<file path="src/rtl/sys_bridge_if.sv">
// sys_bridge_if
// Bus bundle between the CPU/device side and the sys_bridge.
//   CPU side    : PrAddr, PrWD, PrWE, PrRE (to bridge), PrRD, bus_err (from bridge)
//   Device side : DEV_Addr, DEV_WD, DEV0_WE, DEV1_WE (from bridge),
//                 DEV0_RD, DEV1_RD, intrp0, intrp1 (to bridge)
//   Interrupts  : HWInt[7:2] (from bridge)
// Modports: slave = bridge view, master = CPU/device environment view.
interface sys_bridge_if;
  logic [31:0] PrAddr;
  logic [31:0] PrWD;
  logic        PrWE;
  logic        PrRE;
  logic [31:0] PrRD;
  logic        bus_err;
  logic [31:0] DEV_Addr;
  logic [31:0] DEV_WD;
  logic        DEV0_WE;
  logic        DEV1_WE;
  logic [31:0] DEV0_RD;
  logic [31:0] DEV1_RD;
  logic        intrp0;
  logic        intrp1;
  logic [7:2]  HWInt;

  modport slave (
    input  PrAddr, PrWD, PrWE, PrRE, DEV0_RD, DEV1_RD, intrp0, intrp1,
    output PrRD, bus_err, DEV_Addr, DEV_WD, DEV0_WE, DEV1_WE, HWInt
  );

  modport master (
    output PrAddr, PrWD, PrWE, PrRE, DEV0_RD, DEV1_RD, intrp0, intrp1,
    input  PrRD, bus_err, DEV_Addr, DEV_WD, DEV0_WE, DEV1_WE, HWInt
  );
endinterface

</file>
<file path="src/rtl/sys_bridge.sv">
// sys_bridge
// Address-decoding bridge between a CPU and two timer devices, with a small
// interrupt pending/mask register pair.
// Ports:
//   clk   : system clock, all state on the rising edge
//   reset : asynchronous active-low reset
//   bus   : sys_bridge_if.slave (CPU strobes/data, device selects/data,
//           interrupt requests and HWInt outputs)
// Configuration macro: BRIDGE_EDGE_IRQ_EN
//   defined   -> IRQ_PEND latches rising edges of intrp0/1, write-1-to-clear
//   undefined -> IRQ_PEND is a registered copy of the interrupt levels
module sys_bridge #(
  parameter logic [31:0] DEV0_BASE = 32'h0000_7F00,
  parameter logic [31:0] DEV1_BASE = 32'h0000_7F10,
  parameter logic [31:0] IRQ_BASE  = 32'h0000_7F20
) (
  input logic          clk,
  input logic          reset,
  sys_bridge_if.slave  bus
);

  logic        aligned;
  logic        hit0;
  logic        hit1;
  logic        hit_pend;
  logic        hit_mask;
  logic        any_hit;
  logic [31:0] rd_sel;
  logic [31:0] pr_rd;
  logic        err_q;
  logic [1:0]  irq_pend;
  logic [1:0]  irq_mask;
  logic [1:0]  intrp;

  assign intrp = {bus.intrp1, bus.intrp0};

  // Each device window is three words; anything unaligned never hits.
  always_comb begin
    aligned  = (bus.PrAddr[1:0] == 2'b00);
    hit0     = aligned && ((bus.PrAddr == DEV0_BASE) ||
                           (bus.PrAddr == DEV0_BASE + 32'd4) ||
                           (bus.PrAddr == DEV0_BASE + 32'd8));
    hit1     = aligned && ((bus.PrAddr == DEV1_BASE) ||
                           (bus.PrAddr == DEV1_BASE + 32'd4) ||
                           (bus.PrAddr == DEV1_BASE + 32'd8));
    hit_pend = aligned && (bus.PrAddr == IRQ_BASE);
    hit_mask = aligned && (bus.PrAddr == IRQ_BASE + 32'd4);
    any_hit  = hit0 || hit1 || hit_pend || hit_mask;
  end

  assign bus.DEV_Addr = bus.PrAddr;
  assign bus.DEV_WD   = bus.PrWD;
  assign bus.DEV0_WE  = bus.PrWE && hit0;
  assign bus.DEV1_WE  = bus.PrWE && hit1;
  assign bus.PrRD     = pr_rd;
  assign bus.bus_err  = err_q;
  assign bus.HWInt    = {4'b0000, irq_pend & irq_mask};

  // Read mux uses current register values, so a simultaneous write to the
  // same register returns the pre-write contents.
  always_comb begin
    rd_sel = 32'h0;
    if (hit0)          rd_sel = bus.DEV0_RD;
    else if (hit1)     rd_sel = bus.DEV1_RD;
    else if (hit_pend) rd_sel = {30'h0, irq_pend};
    else if (hit_mask) rd_sel = {30'h0, irq_mask};
  end

  // Read data register and one-cycle error pulse for any bad access.
  always_ff @(posedge clk or negedge reset) begin
    if (!reset) begin
      pr_rd <= 32'h0;
      err_q <= 1'b0;
    end else begin
      if (bus.PrRE) pr_rd <= rd_sel;
      err_q <= (bus.PrWE || bus.PrRE) && !any_hit;
    end
  end

  always_ff @(posedge clk or negedge reset) begin
    if (!reset) begin
      irq_mask <= 2'b11;
    end else if (bus.PrWE && hit_mask) begin
      irq_mask <= bus.PrWD[1:0];
    end
  end

`ifdef BRIDGE_EDGE_IRQ_EN
  logic [1:0] intrp_prev;
  logic       armed;
  logic [1:0] rise;
  logic [1:0] clr;

  // armed stays low for the first post-reset cycle so a line already high
  // at release is taken as history, not as a fresh edge.
  always_comb begin
    rise = intrp & ~intrp_prev & {2{armed}};
    clr  = (bus.PrWE && hit_pend) ? bus.PrWD[1:0] : 2'b00;
  end

  // Set has priority over a coincident write-1-to-clear.
  always_ff @(posedge clk or negedge reset) begin
    if (!reset) begin
      intrp_prev <= 2'b00;
      armed      <= 1'b0;
      irq_pend   <= 2'b00;
    end else begin
      intrp_prev <= intrp;
      armed      <= 1'b1;
      irq_pend   <= (irq_pend & ~clr) | rise;
    end
  end
`else
  // Level mode: pending simply tracks the request lines one cycle late.
  always_ff @(posedge clk or negedge reset) begin
    if (!reset) begin
      irq_pend <= 2'b00;
    end else begin
      irq_pend <= intrp;
    end
  end
`endif

endmodule

</file>
<file path="src/flat_wrapper.sv">
// flat-port wrapper written by rule: the top's interface ports become plain ports
module sys_bridge_flat 
#(
  parameter logic [31:0] DEV0_BASE = 32'h0000_7F00,
  parameter logic [31:0] DEV1_BASE = 32'h0000_7F10,
  parameter logic [31:0] IRQ_BASE  = 32'h0000_7F20
)
  (clk, reset, bus_PrAddr, bus_PrWD, bus_PrWE, bus_PrRE, bus_DEV0_RD, bus_DEV1_RD, bus_intrp0, bus_intrp1, bus_PrRD, bus_bus_err, bus_DEV_Addr, bus_DEV_WD, bus_DEV0_WE, bus_DEV1_WE, bus_HWInt);
  sys_bridge_if bus_i ();
  input logic clk;
  input logic reset;
  input wire logic [$bits(bus_i.PrAddr)-1:0] bus_PrAddr;
  input wire logic [$bits(bus_i.PrWD)-1:0] bus_PrWD;
  input wire logic [$bits(bus_i.PrWE)-1:0] bus_PrWE;
  input wire logic [$bits(bus_i.PrRE)-1:0] bus_PrRE;
  input wire logic [$bits(bus_i.DEV0_RD)-1:0] bus_DEV0_RD;
  input wire logic [$bits(bus_i.DEV1_RD)-1:0] bus_DEV1_RD;
  input wire logic [$bits(bus_i.intrp0)-1:0] bus_intrp0;
  input wire logic [$bits(bus_i.intrp1)-1:0] bus_intrp1;
  output wire logic [$bits(bus_i.PrRD)-1:0] bus_PrRD;
  output wire logic [$bits(bus_i.bus_err)-1:0] bus_bus_err;
  output wire logic [$bits(bus_i.DEV_Addr)-1:0] bus_DEV_Addr;
  output wire logic [$bits(bus_i.DEV_WD)-1:0] bus_DEV_WD;
  output wire logic [$bits(bus_i.DEV0_WE)-1:0] bus_DEV0_WE;
  output wire logic [$bits(bus_i.DEV1_WE)-1:0] bus_DEV1_WE;
  output wire logic [$bits(bus_i.HWInt)-1:0] bus_HWInt;
  assign bus_i.PrAddr = bus_PrAddr;
  assign bus_i.PrWD = bus_PrWD;
  assign bus_i.PrWE = bus_PrWE;
  assign bus_i.PrRE = bus_PrRE;
  assign bus_i.DEV0_RD = bus_DEV0_RD;
  assign bus_i.DEV1_RD = bus_DEV1_RD;
  assign bus_i.intrp0 = bus_intrp0;
  assign bus_i.intrp1 = bus_intrp1;
  assign bus_PrRD = bus_i.PrRD;
  assign bus_bus_err = bus_i.bus_err;
  assign bus_DEV_Addr = bus_i.DEV_Addr;
  assign bus_DEV_WD = bus_i.DEV_WD;
  assign bus_DEV0_WE = bus_i.DEV0_WE;
  assign bus_DEV1_WE = bus_i.DEV1_WE;
  assign bus_HWInt = bus_i.HWInt;
  sys_bridge #(.DEV0_BASE(DEV0_BASE), .DEV1_BASE(DEV1_BASE), .IRQ_BASE(IRQ_BASE)) u_core (.clk(clk), .reset(reset), .bus(bus_i));
endmodule
</file>
<file path="config.mk">
export PLATFORM = sky130hd
export DESIGN_NAME = sys_bridge_flat
export DESIGN_NICKNAME = d
export VERILOG_FILES = /design/src/rtl/sys_bridge_if.sv /design/src/rtl/sys_bridge.sv /design/src/flat_wrapper.sv
export SDC_FILE = /design/constraint.sdc
export NUM_CORES = 1
export LEC_CHECK = 0
export BUFFER_PORTS_ARGS = -buffer_cell sky130_fd_sc_hd__buf_2
export CORE_ASPECT_RATIO = 0.6
export CORE_UTILIZATION = 33
export DETAILED_ROUTE_END_ITERATION = 10
export MAX_ROUTING_LAYER = met4
export PLACE_DENSITY = 0.77
export REMOVE_ABC_BUFFERS = 1
export SYNTH_ARGS = -nofsm -noshare
export SYNTH_HDL_FRONTEND = slang
export SYNTH_SLANG_ARGS = --single-unit
</file>
<file path="constraint.sdc">
create_clock -name clk -period 1.3 [get_ports clk]
set_clock_uncertainty 0.1 [all_clocks]
set_input_delay 0.065 -clock clk [delete_from_list [all_inputs] [get_ports clk]]
set_output_delay 0.065 -clock clk [all_outputs]
set_load 0.02 [all_outputs]
</file>
==> impl_results.md <==
- Outcome: finished, violations left
- Failing checks: setup timing
- Leak: 1.97 nW
- Synth Area per Inst: 9.89 sq um
- Vias in the first global route: 2072
- Period Utilization, post-route: 1.19
- Initial DRC Count: 90
- CP Capture Type: output pin
- Pre-CTS setup slack: -0.423 ns
- Final setup viols: 36
- IO Port Bufs: 174
- Most used routing layer: met2
- GRT Util Overall: 0.239
- P_sw: 780 uW
- Clock Tree Buf Depth: 2
- Tmin final: 1.54 ns
- Die Y: 69.3 microns
- P&R area growth vs syn: 39.3%
- CTS H-tree lvls: 2
- Final Hold Vio Count: 0
- Slew HR: 0.608
- TritonRoute pass-1 iters: 4
- Critical path class: in -> out
- Clock Latency Late Sink: 0.28 ns
- Worst EP required: 1.13 ns
- Worst-path clk slew: 0.05 ns
- Clock share of power: 0.473
- DRC viols: 0
- Yosys reg bits: 37
- Sequential power share: 0.350
- Least-Margin Pin Slew: 0.588 ns
- Area of the multi-input gates: 0.00106 sq mm
- Mapped Cells: 252
- TritonCTS clock tree: done
- Worst-path maximum fanout: 3
- Routed vias: 2270
- Max capacitance violation total: 0
- Sw frac: 0.235
- CP startpoint kind: input pin
- Layout cells sized above 1: 0.573
- Yosys warns: 0
- Fmax: 0.649 GHz
- M2 GR Usage: 0.309
- Hold Crit Class: in -> reg
- Synthesized area: 0.00249 sq mm
- Antenna violations before repair: 0
- Clk sink count: 37
- Met1 usage: 0.235
- Final ANT Viol Nets: 0
- Filler cells: 711
- WL per Instance: 19.0 microns
- Final HPWL DP: 7690 microns
- CP max-delay cell: or3_4
- Global Route met3 Usage: 0.280
- First-pass GRT wire length: 13000 microns
- Total CTS buffers: 5
- Die area: 0.00791 sq mm
- Slew Viols, Final: 0
- Nets: 517
- CP arrival: 1.38 ns
- Worst path max stage delay: 0.44 ns
- Largest delay share family, worst path: simple AND/OR/NAND/NOR gates
- RSZ-0062 raised after global routing: true
- Via density: 4.65
- Worst path cell trace: buf_2, nor4_4, nand4_1, or3_4, nor3_2, buf_4
- Pwr/cell area: 955 mW/mm^2
- Placement Rows: 24
- Combinational power share: 0.177
- Worst VDD drop: 0.424 mV
- Register area: 928 sq um
- Final WL: 9280 microns
- Hold_ws: 0.0150 ns
- Diodes inserted: 0
- Internal: 2.53 mW
- Worst path buffer plus inverter count: 2
- Grt total ovfl: 0
- Final worst slack: -0.241 ns
- Leading cell type in the layout, fill and taps excluded: buf_2
- Most frequent cells in the layout: 169 x buf_2, 35 x dfrtp_1, 33 x nor2_1, 32 x mux2i_1, 30 x a22o_1
- Root Buffer: clkbuf_16
- Netlist cell types: 34
- Die width: 114 microns
- Starting Density: 0.341
- Io pins: 239
- Post-synthesis sequential area ratio: 0.373
- Final RePlAce weighted congestion: 1.04
- Largest net degree at the start of global routing: 39
- Core Region: 0.00730 sq mm
state kept, by name, indices dropped and copies added (netlist names):
name                cells
u_core.irq_mask         2
u_core.bus.PrRD        32
u_core.irq_pend         2
u_core.bus.bus_err      1
power by group through the flow:
stage	Combinational, mW	Sequential, mW	Clock (mW)
2_1_floorplan	0.146	1.18	0
3_3_place_gp	0.539	1.18	0
3_5_place_dp	0.551	1.18	0
4_1_cts	0.579	1.16	1.62
5_1_grt	0.637	1.16	1.68
6_report	0.586	1.16	1.57
worst paths after layout:
kind	slack [ns]	to	cells past startpoint	startpoint
worst min-delay path	0.02	u_core.bus.PrRD[1]$_DFFE_PN0P_	3	bus_DEV0_RD[1]
worst max-delay path	-0.24	bus_DEV0_WE	6	bus_PrAddr[21]
worst max register to register	0.06	u_core.bus.PrRD[1]$_DFFE_PN0P_	4	u_core.irq_mask[1]$_DFFE_PN1P_
max in group asynchronous	0.46	u_core.bus.PrRD[16]$_DFFE_PN0P_	3	reset
worst min register to register	0.40	u_core.bus.PrRD[10]$_DFFE_PN0P_	1	u_core.bus.PrRD[10]$_DFFE_PN0P_
min in group asynchronous	0.18	u_core.bus.PrRD[10]$_DFFE_PN0P_	2	reset
cell usage after synthesis:
cell type	count	area [sq um]
o22ai_1	2	12.5
nor4bb_1	1	10.0
conb_1	1	3.75
a21oi_1	2	10.0
buf_2	4	20.0
nand2b_4	1	13.8
nand2_1	3	11.3
and4_1	1	8.76
a21o_1	1	7.51
mux2i_1	32	320
inv_1	1	3.75
or4_4	1	11.3
o2bb2ai_1	2	17.5
buf_4	71	533
o22a_1	1	8.76
or4_1	1	7.51
inv_2	1	3.75
nor4b_2	1	15.0
or3b_1	1	8.76
dfstp_2	2	52.6
o31ai_1	2	15.0
nand4_1	1	6.26
and2_1	2	12.5
nor3_1	2	10.0
mux2_1	2	22.5
nor2b_1	2	12.5
clkbuf_1	7	26.3
nor4b_1	1	8.76
nor4_1	3	18.8
nor3_2	1	10.0
a22o_1	30	263
nor2_1	33	124
dfrtp_1	35	876
or3_1	1	6.26
per-layer routing:
metal  up-vias  share of wire
li1       1075              -
met1      1019           0.33
met2       170           0.41
met3         6           0.26
met4         0         0.0036
met5         -              0
stage by stage:
stage	TNS, ns	power (mW)	utilization	area (sq um)	std cells
final	-5.77	3.31	0.476	3470	488
after floorplan	-24.17	1.33	-	1920	173
after detailed placement	-12.04	1.73	0.421	3070	468
after global routing	-8.27	3.48	0.476	3470	488
after global placement	-11.15	1.72	0.421	3070	468
after CTS	-3.93	3.35	0.467	3410	486
timing repair:
| action | in CTS | in global routing |
|---|---|---|
| setup endpoints to repair | 25 | 38 |
| hold buffers | 8 | 0 |
| cloned | 0 | 1 |
| pin swaps | 5 | 3 |
| buffers inserted | 2 | 1 |
| gates resized for setup | 11 | 11 |
| hold endpoints to repair | 43 | 0 |
cells by family after synthesis:
| logic type | Yosys count | synth area share |
|---|---|---|
| buffers and inverters | 84 | 0.236 |
| and+or+nand+nor | 56 | 0.119 |
| AOI/OAI and AO/OA | 40 | 0.134 |
| DFF | 37 | 0.373 |
| muxes | 34 | 0.138 |
| other | 1 | 0.00151 |
cell type report:
cell class | instances | area share
tap | 104 | 0.0375
clock inverter | 3 | 0.0198
sequential | 37 | 0.267
inverter | 2 | 0.00216
clock buffer | 5 | 0.0360
multi-input combinational | 134 | 0.306
timing repair buffer | 203 | 0.331
worst reg2reg max path, cell delays in order, from the launching register on:
cell	delay, ns
dfstp_2	0.54
mux2i_1	0.07
o22ai_1	0.17
o31ai_1	0.13
o2bb2ai_2	0.16
No activity file was read; power rests on OpenSTA's default activity.
